--- config.mk ---
export PLATFORM = sky130hd
export DESIGN_NAME = index_sweeper
export DESIGN_NICKNAME = d
export VERILOG_FILES = /design/src/rtl/index_sweeper.sv
export SDC_FILE = /design/constraint.sdc
export NUM_CORES = 1
export LEC_CHECK = 0
export ABC_AREA = 1
export BUFFER_PORTS_ARGS = -buffer_cell sky130_fd_sc_hd__buf_2
export CORE_ASPECT_RATIO = 0.5
export CORE_MARGIN = 2
export CORE_UTILIZATION = 53
export CTS_CLUSTER_DIAMETER = 200
export DETAILED_ROUTE_END_ITERATION = 7
export PLACE_DENSITY_LB_ADDON = 0.15
export REMOVE_ABC_BUFFERS = 1
export SYNTH_ARGS = -nofsm -noshare
export SYNTH_HDL_FRONTEND = slang
export SYNTH_SLANG_ARGS = --single-unit
--- constraint.sdc ---
create_clock -name clock -period 2.7 [get_ports clock]
set_input_delay 0.27 -clock clock [delete_from_list [all_inputs] [get_ports clock]]
set_output_delay 0.27 -clock clock [all_outputs]
set_load 0.01 [all_outputs]
--- src/rtl/index_sweeper.sv ---
// index_sweeper: walks (channel,row,column) with programmable column stride, one tuple per valid/ready transfer
//  ports: clock, reset (async high); start + cfg_* (latched on accepted start);
//         out_valid/out_ready handshake; col/row/chan_index with last_col/last_row/last;
//         busy (sweeping), done (one-cycle pulse after the final transfer)
module index_sweeper #(
  parameter int WIDTH_LOG  = 4,
  parameter int HEIGHT_LOG = 4,
  parameter int CHAN_LOG   = 2
) (
  input  logic                  clock,
  input  logic                  reset,
  input  logic                  start,
  input  logic [WIDTH_LOG-1:0]  cfg_width_m1,
  input  logic [HEIGHT_LOG-1:0] cfg_height_m1,
  input  logic [CHAN_LOG-1:0]   cfg_chan_m1,
  input  logic [WIDTH_LOG-1:0]  cfg_col_step,
  output logic                  out_valid,
  input  logic                  out_ready,
  output logic [WIDTH_LOG-1:0]  col_index,
  output logic [HEIGHT_LOG-1:0] row_index,
  output logic [CHAN_LOG-1:0]   chan_index,
  output logic                  last_col,
  output logic                  last_row,
  output logic                  last,
  output logic                  busy,
  output logic                  done
);
  typedef enum logic [1:0] {IDLE, RUN, DONE} state_t;
  state_t state, state_nx;
  logic [WIDTH_LOG-1:0]  w_m1, step;
  logic [HEIGHT_LOG-1:0] h_m1;
  logic [CHAN_LOG-1:0]   c_m1;
  logic [WIDTH_LOG:0]    next_col;
  logic                  go, fire;
  // column sum kept one bit wider so a stride past the top never wraps into a small column
  assign next_col   = {1'b0, col_index} + {1'b0, step};
  assign last_col   = next_col > {1'b0, w_m1};
  assign last_row   = last_col && row_index == h_m1;
  assign last       = last_row && chan_index == c_m1;
  assign out_valid  = state == RUN;
  assign busy       = state == RUN;
  assign done       = state == DONE;
  assign go         = start && state != RUN;
  assign fire       = out_valid && out_ready;
  always_comb begin
    state_nx = go ? RUN : (fire && last) ? DONE : (state == DONE) ? IDLE : state;
  end
  always_ff @(posedge clock or posedge reset) begin
    if (reset) state <= IDLE;
    else state <= state_nx;
  end
  always_ff @(posedge clock or posedge reset) begin
    if (reset) begin
      w_m1       <= '0;
      h_m1       <= '0;
      c_m1       <= '0;
      step       <= '0;
      col_index  <= '0;
      row_index  <= '0;
      chan_index <= '0;
    end else if (go) begin
      w_m1       <= cfg_width_m1;
      h_m1       <= cfg_height_m1;
      c_m1       <= cfg_chan_m1;
      step       <= cfg_col_step == '0 ? WIDTH_LOG'(1) : cfg_col_step;
      col_index  <= '0;
      row_index  <= '0;
      chan_index <= '0;
    end else if (fire && !last) begin
      col_index  <= last_col ? '0 : next_col[WIDTH_LOG-1:0];
      row_index  <= !last_col ? row_index : last_row ? '0 : row_index + 1'b1;
      chan_index <= last_row ? chan_index + 1'b1 : chan_index;
    end
  end
endmodule
; Yosys cells after proc, flatten, opt, wreduce, memory -nomap -nowiden
; Cells that the tools add are included.
[word_totals]
regBits = 26
output_inout_bits = 16
input_bits = 18
[op_classes]
addsub = 3
eq_ne = 5
n_reduce_logical = 14
n_mux = 14
magnitude_cmp = 1
[op_table]
columns = operator, n
row1 = $mux W4, 8
row2 = $mux W2, 6
row3 = $logic_and A1 B1 Y1, 6
row4 = $reduce_bool A2 Y1, 3
row5 = $add A4 B4 Y5, 1
row6 = $gt A5 B4 Y1, 1
row7 = $add A4 B1 Y4 const B, 1
row8 = $eq A4 B4 Y1, 1
row9 = $logic_not A4 Y1, 1
row10 = $reduce_and A2 Y1, 2
row11 = $reduce_bool A3 Y1, 1
row12 = $add A2 B1 Y2 const B, 1
row13 = $eq A2 B1 Y1 const B, 1
row14 = $eq A2 B2 Y1, 1
row15 = $eq A2 B2 Y1 const B, 1
row16 = $ne A2 B1 Y1 const B, 1
row17 = $logic_not A1 Y1, 1

; Logic depth before layout (Yosys ltp)
; Gate-level depths: netlist of the first run.
[logic_depth]
ltp_word = 8
depth_mapped = 17
ltp_nobuf = 17

; Least setup slack after synthesis of the first run
; OpenSTA, ideal clock, no wires.
[synth_timing]
path_kind = register -> register
start = reg col_index[0]
end = reg row_index[0]
required_ps = 2583
stages_incl_launch_ff = 18
setup_slack_ps = 313
n_path_buf = 0
setup_time_ps = 117
period_less_slack_ps = 2387
arrival_time_ps = 2269
cell_sequence = dfrtp_1 -> ha_1 -> inv_1 -> fa_1 -> xnor2_1 -> ha_1 -> nand2_1 -> nor2_1 -> nor2_1 -> nand2_1 -> nand2_2 -> nand2_4 -> nand3_4 -> nand2_4 -> nand2_4 -> nand2_4 -> nand2_1 -> nand2_1
[synth_between]
elab_chain_cells = 8
[synth_lines]
columns = item, line_no
row1 = "start, declared", 19  ; output logic [WIDTH_LOG-1:0] col_index,
row2 = "start signal, assigned", 70  ; col_index <= last_col ? '0 : next_col[WIDTH_LOG-1:0];
row3 = $add A4 B4 Y5 *, 36  ; assign next_col = {1'b0, col_index} + {1'b0, step};
row4 = $gt A5 B4 Y1 *, 37  ; assign last_col = next_col > {1'b0, w_m1};
row5 = net last_col, 22  ; output logic last_col,
row6 = $logic_and A1 B1 Y1, 38  ; assign last_row = last_col && row_index == h_m1;
row7 = $logic_and A1 B1 Y1, 39  ; assign last = last_row && chan_index == c_m1;
row8 = $logic_not A1 Y1, 69  ; end else if (fire && !last) begin
row9 = $logic_and A1 B1 Y1, 69
row10 = $reduce_bool A2 Y1 (no source line), n/a
row11 = $reduce_and A2 Y1 (no source line), n/a
row12 = "end signal, assigned", 71  ; row_index <= !last_col ? row_index : last_row ? '0 : row_index + 1'b1;
row13 = "end, declared", 20  ; output logic [HEIGHT_LOG-1:0] row_index,
; The timed path passes the listed nets; every way through them passes the cells marked *. The select of a mux whose other input is x is not followed.
; A chain may end at the register's enable or synchronous reset.

; Final worst setup path of the first run
[layout_timing]
start = reg step[0]
end = out last_row
[layout_between]
elab_chain_cells = 3
[layout_lines]
columns = item, line_no
row1 = "start, declared", 30  ; logic [WIDTH_LOG-1:0] w_m1, step;
row2 = "start signal, assigned", 65  ; step <= cfg_col_step == '0 ? WIDTH_LOG'(1) : cfg_col_step;
row3 = $add A4 B4 Y5, 36
row4 = $gt A5 B4 Y1, 37
row5 = $logic_and A1 B1 Y1, 38
row6 = "end, declared", 23  ; output logic last_row,
; Every way passes these cells.

==> results.md, run 1 <==
* EDFF count, synth at 0
* Die area at 0.00336 mm^2
* Via count of the first global-routing pass at roughly 1300
* Max-cap viol count at 0
* RSZ-0062 raised after global routing: true
* Peak supply drop at 0.810 mV
* Pre-CTS WS at 165 ps
* Total grt overflow at 0
* Setup violations, final at 1
* Syn. warnings at 0
* FP Rows at 13
* CTS Sinks at 26
* Drt first pass iters at 4
* R2R cell count at 17
* Slowest cell on the critical path: dfrtp_1
* Critical path fanouts, max at 3
* Final cycle utilization of the critical path at 1.00
* Antenna cells at 0
* Critical path arrival at 2430 ps
* Hold/Removal Path Class: input port to flop
* Fin crit period at between 2000 and 3000 ps
* Hold_sp: start
* Largest net degree at the start of global routing at 27
* Total power at around 2.5 mW
* CP most frequent cell: nand2_1
* GP Congestion at between 0.8 and 0.9
* Ranking of synthesized cells by area: dfrtp_1 42%, nand2_1 14%, ha_1 7.4%
* Worst reg2reg startpoint: step[0]$_DFFE_PP0P_
* Outcome: complete, but fails checks
* Synthesized instance count at 189
* Flop-to-flop setup slack at approximately 220 ps
* CORE AREA at 0.00267 mm^2
* Root buffer cell: clkbuf_8
* DR vias at about 1300
* Final Hold Fails at 0
* Hold path depth at 2
* NumNets Final at 254
* Die W at 80.0 um
* Number of fill cells at 231
* CTS H-tree lvls at 1
* CP startpoint kind: flop
* Worst slew pin tran at 967 ps
* Crit path required time at 2430 ps
* Number of remaining DRC errors at 0
* Global-route wire length before repair at 5580 um
* FMAX at 0.370 GHz
* HPWL Detailed at 2300 um
* Setup ws final at -2.86 ps
* Initial antenna violation count at 0
* I/O pins at 34
* Ys flop type: dfrtp_1
* Leak at 1.01 nW
* CP peak stage delay at 390 ps
* Slew headroom at 0.354
* Initial Util at 0.574
* Fraction of registers with async set/reset at 1.00
* Gr usage total at 0.216
* Worst flop-to-flop path endpoint: chan_index[1]$_DFFE_PP0P_
* Crit path capture type: primary output
* Final Slew Violations at 0
* Count of cell types in the netlist at 25
* Layout area overhead at 19.0%
* Mean area per synthesized cell at roughly 8 um^2
* ANT nets after route at 0
* Hold Path End: state[1]$_DFFE_PP0P_
* Share of cells above drive strength 1 at 0.267
* WP buf/inv at 3
* Cell-by-cell trace of the critical path: ha_2 > inv_1 > fa_2 > xnor2_1 > ha_1 > nand2_1 > nor2_1 > nor2_1 > nand2_1 > nand2_2 > nand2_4 > nand2_1 > inv_1 > buf_2
* CTS tree: built
* Power density cells at approximately 1400 mW/mm^2
* Final Routed Wirelength at 3210 um
* Kind of critical path: flop to primary output
* DIE HEIGHT at around 42 um
* Setup TNS after final layout at -2.86 ps
* Reg clk slew, reported paths at 90 ps
* Failing checks: setup timing
* Detailed router's first-iteration violation count at 86
* Share of the synthesized area in the top cell type at 0.425
* CTS Buf Count at 3
* Post-synth top area cell: dfrtp_1
* Mapped Area at 0.00153 mm^2
* Clock Skew at 10.1 ps
* Cell type group with the largest total delay on the critical path: adder cells
* Clock Latency Late Sink at 280 ps
* Routed WL per cell at 12.2 um
* Vias per cell at around 4.9
* CTS Buffer Depth at 2
* Post-synthesis sequential area ratio at 0.425
* Port Buffer Count at 33
* Register bit total from synthesis at 26
[cell usage in the layout, fill, tap and decap left out, drive strengths merged]
master / synthesis / layout
and3: 1 / 1
inv: 29 / 29
fa: 1 / 1
o21a: 1 / 1
xnor2: 4 / 4
xor2: 3 / 3
a31oi: 1 / 1
clkbuf: 0 / 4
dfrtp: 26 / 26
o31ai: 1 / 1
buf: 4 / 36
nor2: 14 / 14
nand4: 3 / 3
o21ai: 12 / 12
nand3: 13 / 13
ha: 9 / 9
a21oi: 3 / 3
nor3: 1 / 1
nand2: 63 / 63
[metal layers]
metal | wire length [um] | track usage | share of wire
met5 | 0 | 0 | 0
met4 | 8 | 0.0508 | 0.0025
met3 | 181 | 0.0517 | 0.056
met2 | 1550 | 0.368 | 0.48
met1 | 1470 | 0.281 | 0.46
[how the worst max path moves through the flow]
stage                             startpoint                        end  cells past startpoint
floorplan           col_index[0]$_DFFE_PP0P_   row_index[0]$_DFFE_PP0P_                     17
detailed placement  col_index[2]$_DFFE_PP0P_  chan_index[0]$_DFFE_PP0P_                     17
global route             step[0]$_DFFE_PP0P_                   last_row                     14
CTS                      step[0]$_DFFE_PP0P_                   last_row                     14
global placement    col_index[2]$_DFFE_PP0P_   row_index[2]$_DFFE_PP0P_                     17
finish                   step[0]$_DFFE_PP0P_                   last_row                     14
[sequential cells by signal, summed over array words and instances (netlist names)]
name,cells
w_m1,4
state,2
c_m1,2
h_m1,4
col_index,4
row_index,4
step,4
chan_index,2
[layout make-up]
| type | count | area, um^2 | share of cell area |
|---|---|---|---|
| clock buffer | 4 | 55.1 | 0.0302 |
| timing repair buffer | 36 | 188 | 0.103 |
| inverter | 29 | 109 | 0.0597 |
| tap | 37 | 46.3 | 0.0254 |
| sequential | 26 | 651 | 0.357 |
| multi-input combinational | 130 | 774 | 0.425 |
[synthesized netlist by cell type (3+ instances only)]
library cell and instances:
a21oi_1 3, buf_2 3, dfrtp_1 26, ha_1 9, inv_1 27, nand2_1 56, nand2_2 3, nand2_4 4
nand3_1 11, nand4_1 3, nor2_1 11, nor2_2 3, o21ai_0 11, xnor2_1 4, xor2_1 3
[power breakdown]
group / total [mW] / switching [mW] / leakage, nW / internal, mW
Clock: 0.252 / 0.122 / 0.0288 / 0.130
Combinational: 1.52 / 0.931 / 0.652 / 0.585
Sequential: 0.708 / 0.146 / 0.326 / 0.562
[cells by family after synthesis]
logic type / share of synthesized area
AO/OA/AOI/OAI: 0.0629
XOR/XNOR: 0.0400
adder cells (fa/ha/maj): 0.0866
buffers and inverters: 0.0858
flip-flops: 0.425
AND/OR/NAND/NOR: 0.300
[timing repair]
action,CTS,global route
hold buffers,0,0
setup endpoints to repair,2,3
setup buffers,2,0
resized for setup,5,0
pin swaps,3,1
[stage by stage]
| step | std cells | utilization | area (um^2) | hold WS, ps |
|---|---|---|---|---|
| floorplan | 185 | - | 1510 | 310 |
| detailed placement | 256 | 0.648 | 1730 | 466 |
| global route | 262 | 0.683 | 1820 | 180 |
| global placement | 256 | 0.648 | 1730 | 459 |
| CTS | 262 | 0.683 | 1820 | 166 |
| finish | 262 | 0.683 | 1820 | 168 |
No activity file was read; power rests on OpenSTA's default activity.
==> run 2: changes to the inputs <==
--- a/config.mk
+++ b/config.mk
@@ -5,11 +5,11 @@
 export SDC_FILE = /design/constraint.sdc
 export NUM_CORES = 1
 export LEC_CHECK = 0
-export ABC_AREA = 1
+export ABC_AREA = 0
 export BUFFER_PORTS_ARGS = -buffer_cell sky130_fd_sc_hd__buf_2
 export CORE_ASPECT_RATIO = 0.5
 export CORE_MARGIN = 2
-export CORE_UTILIZATION = 53
+export CORE_UTILIZATION = 48
 export CTS_CLUSTER_DIAMETER = 200
 export DETAILED_ROUTE_END_ITERATION = 7
 export PLACE_DENSITY_LB_ADDON = 0.15
==> constraint.sdc (replaced) <==
create_clock -name clock -period 2.39 [get_ports clock]
set_input_delay 0.239 -clock clock [delete_from_list [all_inputs] [get_ports clock]]
set_output_delay 0.239 -clock clock [all_outputs]
set_load 0.01 [all_outputs]
==> run 2 against run 1 <==
  * Critical endpoint is now last
  * Count of clock-buffer cells in the layout fell by 1
  * Largest power group unchanged
  * Total power rose by 48%
  * Largest cell class unchanged
  * Die area rose by 7.1%
  * Clock power barely moved
  * Via count fell by 3.1%
  * Synthesized cell count fell by 18%
  * The run still ends with setup timing left
==> results.md, run 2 <==
* Outcome: complete, but fails checks
* Failing checks: setup timing
* Cts hold-fix bufs at 0
* CP startpoint kind: flop
* Mean area per synthesized cell at 9.64 um^2
* Compound-cell area share of the yosys netlist at 0.137
* CORE AREA at 0.00298 mm^2
* Final Hold Fails at 0
* Slowest cell on the critical path: fa_2
* Clock Skew at 6.03 ps
* Final cycle utilization of the critical path at 1.16
* ANT nets after route at 0
* CTS Buf Count at 3
* Fin crit period at 2770 ps
* CTS tree: built
* Main combinational cell family by area after synthesis: simple AND/OR/NAND/NOR gates
* Slew headroom at 0.470
* Power density cells at 1820 mW/mm^2
* DR vias at 1247
* CTS Sinks at 26
* Detailed router's first-iteration violation count at between 50 and 60
* I/O pins at 34
* Cell type group with the largest total delay on the critical path: adder cells
* Simple-gate share of the synthesized area at 0.215
* Vias per cell at ~5
* Port Buffer Count at 33
* Die area at 0.00360 mm^2
* Final Instance Area at 0.00202 mm^2
* Initial antenna violation count at 0
* Root buffer cell: clkbuf_8
* Post-Synth XOR/XNOR Area at 0.0586
* Final Slew Violations at 0
* EDFF count, synth at 0
* List of most frequent post-synthesis cells: 38 x nand2_1, 26 x dfrtp_1, 12 x inv_1
* Hold/Removal Path Class: input port to asynchronous set/reset pin
* Clock Latency Late Sink at 270 ps
* Adder-cell share of the synthesized area at 0.0888
* Most common cell in the netlist: nand2_1
* Dpl cells at between 200 and 250
* Ys flop type: dfrtp_1
* Ranking of synthesized cells by area: dfrtp_1 44%, nand2_1 9.5%, ha_1 7.5%
* Total grt overflow at 0
* Post-synth top area cell: dfrtp_1
* Worst slew pin tran at around 790 ps
* Fin util at 0.677
* CP peak stage delay at 560 ps
* Number of remaining DRC errors at 0
* CTS Buffer Depth at 2
* Critical path fanouts, max at 3
* CTS H-tree lvls at 1
* Fraction of registers with async set/reset at 1.00
* Crit path capture type: primary output
* Max-cap viol count at 0
* Gr usage total at 0.195
* Syn. warnings at 0
* Setup ws final at -383 ps
* DIE HEIGHT at 43.5 um
* Peak supply drop at between 0.9 and 1 mV
* RSZ-0062 raised after global routing: true
* Synthesized instance count at 155
* Final Routed Wirelength at 3380 um
* Largest net degree at the start of global routing at 27
* Kind of critical path: flop to primary output
* Leak at roughly 1 nW
* Placed Area at about 0.0018 mm^2
* Drt first pass iters at 4
* Global-route wire length before repair at around 5600 um
* Mapped Area at 0.00149 mm^2
* Post-synthesis sequential area ratio at 0.436
* Most common cell after layout, fill and taps aside: nand2_1
* Antenna cells at 0
* Layout area overhead at 35.0%
* Die W at 82.9 um
* Share of cells above drive strength 1 at 0.426
* NumNets Final at 234
* Reg clk slew, reported paths at 90 ps
* HPWL Detailed at around 2200 um
* FP Rows at 14
* Initial Util at 0.502
* Crit path required time at 2150 ps
* Count of cell types in the netlist at 43
* Setup violations, final at 14
* Via count of the first global-routing pass at between 1000 and 1500
* GP Congestion at ~0.8
* WP buf/inv at 3
* Most frequent cells in the layout: 38 x nand2_1, 31 x buf_2, 26 x dfrtp_1
* Share of the synthesized area in the top cell type at 0.436
* Routed WL per cell at roughly 14 um
* Cell-by-cell trace of the critical path: ha_4 > inv_2 > fa_2 > inv_2 > ha_4 > nand4b_1 > a31oi_4 > o21ai_2 > nor2_2 > buf_2
* FMAX at 0.361 GHz
* Setup TNS after final layout at -3930 ps
* Number of cells in the finished layout apart from fillers at 244
* Register bit total from synthesis at 26
* Critical path arrival at about 2500 ps
* Mux cell area share after synthesis at 0.00754
-- run 2: kinds of logic (layout without fill, tap and decap cells) --
kind of cell / count (synthesis) / after routing
AND/OR/NAND/NOR: 63 / 63
adder cells (fa/ha/maj): 10 / 10
buffers and inverters: 19 / 68
AO/OA/AOI/OAI: 26 / 26
flip-flops: 26 / 26
XOR/XNOR: 10 / 10
multiplexers: 1 / 1
-- run 2: cell type report --
cell class | instances | area (um^2)
Timing Repair Buffer | 52 | 332
Sequential cell | 26 | 651
Tap cell | 40 | 50.0
Clock buffer | 3 | 41.3
Fill cell | 234 | 961
Inverter | 13 | 48.8
Multi-Input combinational cell | 110 | 895
-- run 2: timing repair --
action,in CTS,in global routing
endpoints found under the hold margin,0,0
setup buffers,6,2
resized for setup,21,11
setup endpoints to repair,15,15
pin swaps,19,13
-- run 2: worst paths after layout --
kind                                           from                         to  slack [ps]  depth (start not counted)
max in group asynchronous                     reset       state[1]$_DFFE_PP0P_        2130                          3
max reg2reg                col_index[0]$_DFFE_PP0P_  chan_index[1]$_DFFE_PP0P_        -350                         12
min                                           reset        step[2]$_DFFE_PP0P_           6                          3
min reg2reg                     step[3]$_DFFE_PP0P_        step[3]$_DFFE_PP0P_         490                          2
min in group clock                 cfg_height_m1[3]        h_m1[3]$_DFFE_PP0P_         150                          3
max                        col_index[0]$_DFFE_PP0P_                       last        -380                         10
-- run 2: per-layer routing --
metal  up-vias  track usage  wire length [um]  part of all wire
met5         -            0                 0                 0
met4         0       0.0393                 8            0.0024
met3         2       0.0590               152             0.045
met2        21        0.335              1640              0.49
met1       595        0.253              1580              0.47
li1        629            -                 -                 -
-- run 2: power by group --
| group | internal, mW | switching, mW | total, mW |
|---|---|---|---|
| registers | 0.627 | 0.132 | 0.759 |
| clock network | 0.113 | 0.139 | 0.252 |
| logic | 1.37 | 1.29 | 2.66 |
| total | 2.11 | 1.56 | 3.67 |
-- run 2: worst register-to-register path, cell delays in order (launching register included) --
cell,delay [ps]
dfrtp_1,400
ha_4,160
inv_2,40
fa_2,560
inv_2,60
ha_4,260
nand4b_1,140
a31oi_4,240
buf_4,150
buf_6,90
o2111ai_2,100
or3_1,340
a21oi_2,130
-- run 2: metrics by stage --
step                      setup slack, ps  power [mW]  hold WS (ps)
after floorplan                      -340        1.96           279
after global placement               -266        2.53           312
after detailed placement             -350        2.56           316
after CTS                            -398        3.36          16.6
after global routing                 -499        3.97          34.9
final                                -383        3.67          6.22
==> run 3: changes to the inputs <==
--- a/config.mk
+++ b/config.mk
@@ -9,7 +9,7 @@
 export BUFFER_PORTS_ARGS = -buffer_cell sky130_fd_sc_hd__buf_2
 export CORE_ASPECT_RATIO = 0.5
 export CORE_MARGIN = 2
-export CORE_UTILIZATION = 48
+export CORE_UTILIZATION = 53
 export CTS_CLUSTER_DIAMETER = 200
 export DETAILED_ROUTE_END_ITERATION = 7
 export PLACE_DENSITY_LB_ADDON = 0.15
==> constraint.sdc (replaced) <==
create_clock -name clock -period 3.1 [get_ports clock]
set_input_delay 0.31 -clock clock [delete_from_list [all_inputs] [get_ports clock]]
set_output_delay 0.31 -clock clock [all_outputs]
set_load 0.01 [all_outputs]
==> run 3 against run 2 <==
  * The run now ends clean
  * Routed wire length fell by 10%
  * Count of clock-buffer cells in the layout did not move
  * Cell area fell by 12%
  * Critical path type unchanged
  * Largest cell class unchanged
==> results.md, run 3 (same netlist as run 2, synthesis figures left out) <==
* Largest net degree at the start of global routing at 27
* Die area at 0.00329 mm^2
* Setup ws final at 186 ps
* Dpl cells at 220
* Final Hold Fails at 0
* CTS Buffer Depth at 2
* Power density cells at 1260 mW/mm^2
* CORE AREA at between 0.002 and 0.003 mm^2
* Via count of the first global-routing pass at 1137
* Outcome: complete, no violations
* Number of cells in the finished layout apart from fillers at 225
* Hold/Removal Path Class: input port to flop
* CTS tree: built
* Layout area overhead at 18.2%
* Slew headroom at 0.334
* Setup violations, final at 0
* WHS at between 200 and 250 ps
* Met3 routed WL at 111 um
* Clock Skew at 3.39 ps
* Final Routed Wirelength at 3040 um
* Global-route wire length before repair at around 5200 um
* Initial antenna violation count at 0
* Final Slew Violations at 0
* M1 WL at around 1500 um
* Hold path depth at 3
* RSZ-0062 raised after global routing: false
* HPWL Detailed at 2270 um
* Drt first pass iters at 4
* Met2 wire length at 1370 um
* Cell-by-cell trace of the critical path: ha_1 > a21o_1 > a21oi_2 > xnor2_1 > ha_1 > and4_4 > a31oi_4 > o21ai_2 > nor2_1 > buf_2
* FP Rows at 13
* I/O pins at 34
* R2R cell count at 10
* DR vias at 1162
* Detailed router's first-iteration violation count at 63
* Most common cell after layout, fill and taps aside: nand2_1
* NumNets Final at 218
* Pre-CTS WS at roughly 270 ps
* CTS H-tree lvls at 1
* FMAX at about 0.34 GHz
* GP Congestion at 0.824
* Port Buffer Count at 33
* Critical path arrival at roughly 2600 ps
* DIE HEIGHT at 41.5 um
* Final cycle utilization of the critical path at 0.940
* CTS Sinks at 26
* Kind of critical path: flop to primary output
* ANT nets after route at 0
* Total grt overflow at 0
* Critical path fanouts, max at 5
* CP peak stage delay at 410 ps
* Number of fill cells at around 250
* Slowest cell on the critical path: dfrtp_1
* Setup TNS after final layout at 0 ps
* Die W at around 79 um
* Reg clk slew, reported paths at 80 ps
* Worst slew pin tran at 998 ps
* Root buffer cell: clkbuf_8
* CP startpoint kind: flop
* Fin crit period at 2910 ps
* Vias per cell at 5.16
* Max-cap viol count at 0
* Routed WL per cell at 13.5 um
* CP most frequent cell: ha_1
* DR top layer: met4
* Antenna cells at 0
* Gr usage total at 0.205
* Number of remaining DRC errors at 0
* Initial Util at 0.567
* Crit path required time at 2790 ps
* Cts hold-fix bufs at 0
* CTS Buf Count at 3
* Share of cells above drive strength 1 at 0.298
* Leak at 0.874 nW
* Most frequent cells in the layout: 38 x nand2_1, 33 x buf_2, 26 x dfrtp_1
* Peak supply drop at 0.549 mV
* Crit path capture type: primary output
* Clock Latency Late Sink at 270 ps
[run 3: final timing paths]
| check | start | end | slack, ps |
|---|---|---|---|
| max | col_index[1]$_DFFE_PP0P_ | last | 190 |
| min reg2reg | step[3]$_DFFE_PP0P_ | step[3]$_DFFE_PP0P_ | 490 |
| min in group asynchronous | reset | step[3]$_DFFE_PP0P_ | 260 |
| max reg2reg | col_index[1]$_DFFE_PP0P_ | col_index[0]$_DFFE_PP0P_ | 290 |
| max in group asynchronous | reset | state[0]$_DFFE_PP0P_ | 2230 |
| min | cfg_height_m1[1] | h_m1[1]$_DFFE_PP0P_ | 220 |
[run 3: layout make-up]
cell class,count,area [um^2],area share
Sequential cell,26,651,0.369
Multi-Input combinational cell,110,791,0.448
Inverter,13,48.8,0.0276
Clock buffer,3,41.3,0.0234
Tap cell,37,46.3,0.0262
Timing Repair Buffer,36,188,0.106
[run 3: metrics by stage]
stage	total power, mW	util	cell area [um^2]
after global placement	1.79	0.636	1680
after global routing	2.42	0.670	1770
after detailed placement	1.83	0.636	1680
final	2.22	0.670	1770
after CTS	2.02	0.652	1720
after floorplan	1.51	-	1460
[run 3: where the power goes]
group | leakage, nW | internal, mW | switching (mW)
combinational | 0.528 | 0.675 | 0.774
sequential | 0.325 | 0.484 | 0.100
clock | 0.0216 | 0.0873 | 0.103
[run 3: metal layers]
layer,up-vias,GRT usage
met5,-,0
met4,0,0.0517
met3,5,0.0587
met2,17,0.322
met1,549,0.282
li1,591,-
[run 3: worst max-delay path, delay by kind of cell, from the launching register on]
kind | cells | cell delay, ps
fa+ha+maj | 2 | 610
simple gates | 2 | 370
buf+inv | 1 | 150
compound gates | 4 | 630
xor+xnor | 1 | 150
flops | 1 | 410
[run 3: what timing repair did]
| action | CTS | global route |
|---|---|---|
| buffers inserted | 0 | 2 |
| resized for setup | 0 | 7 |
| setup endpoints to repair | 0 | 3 |
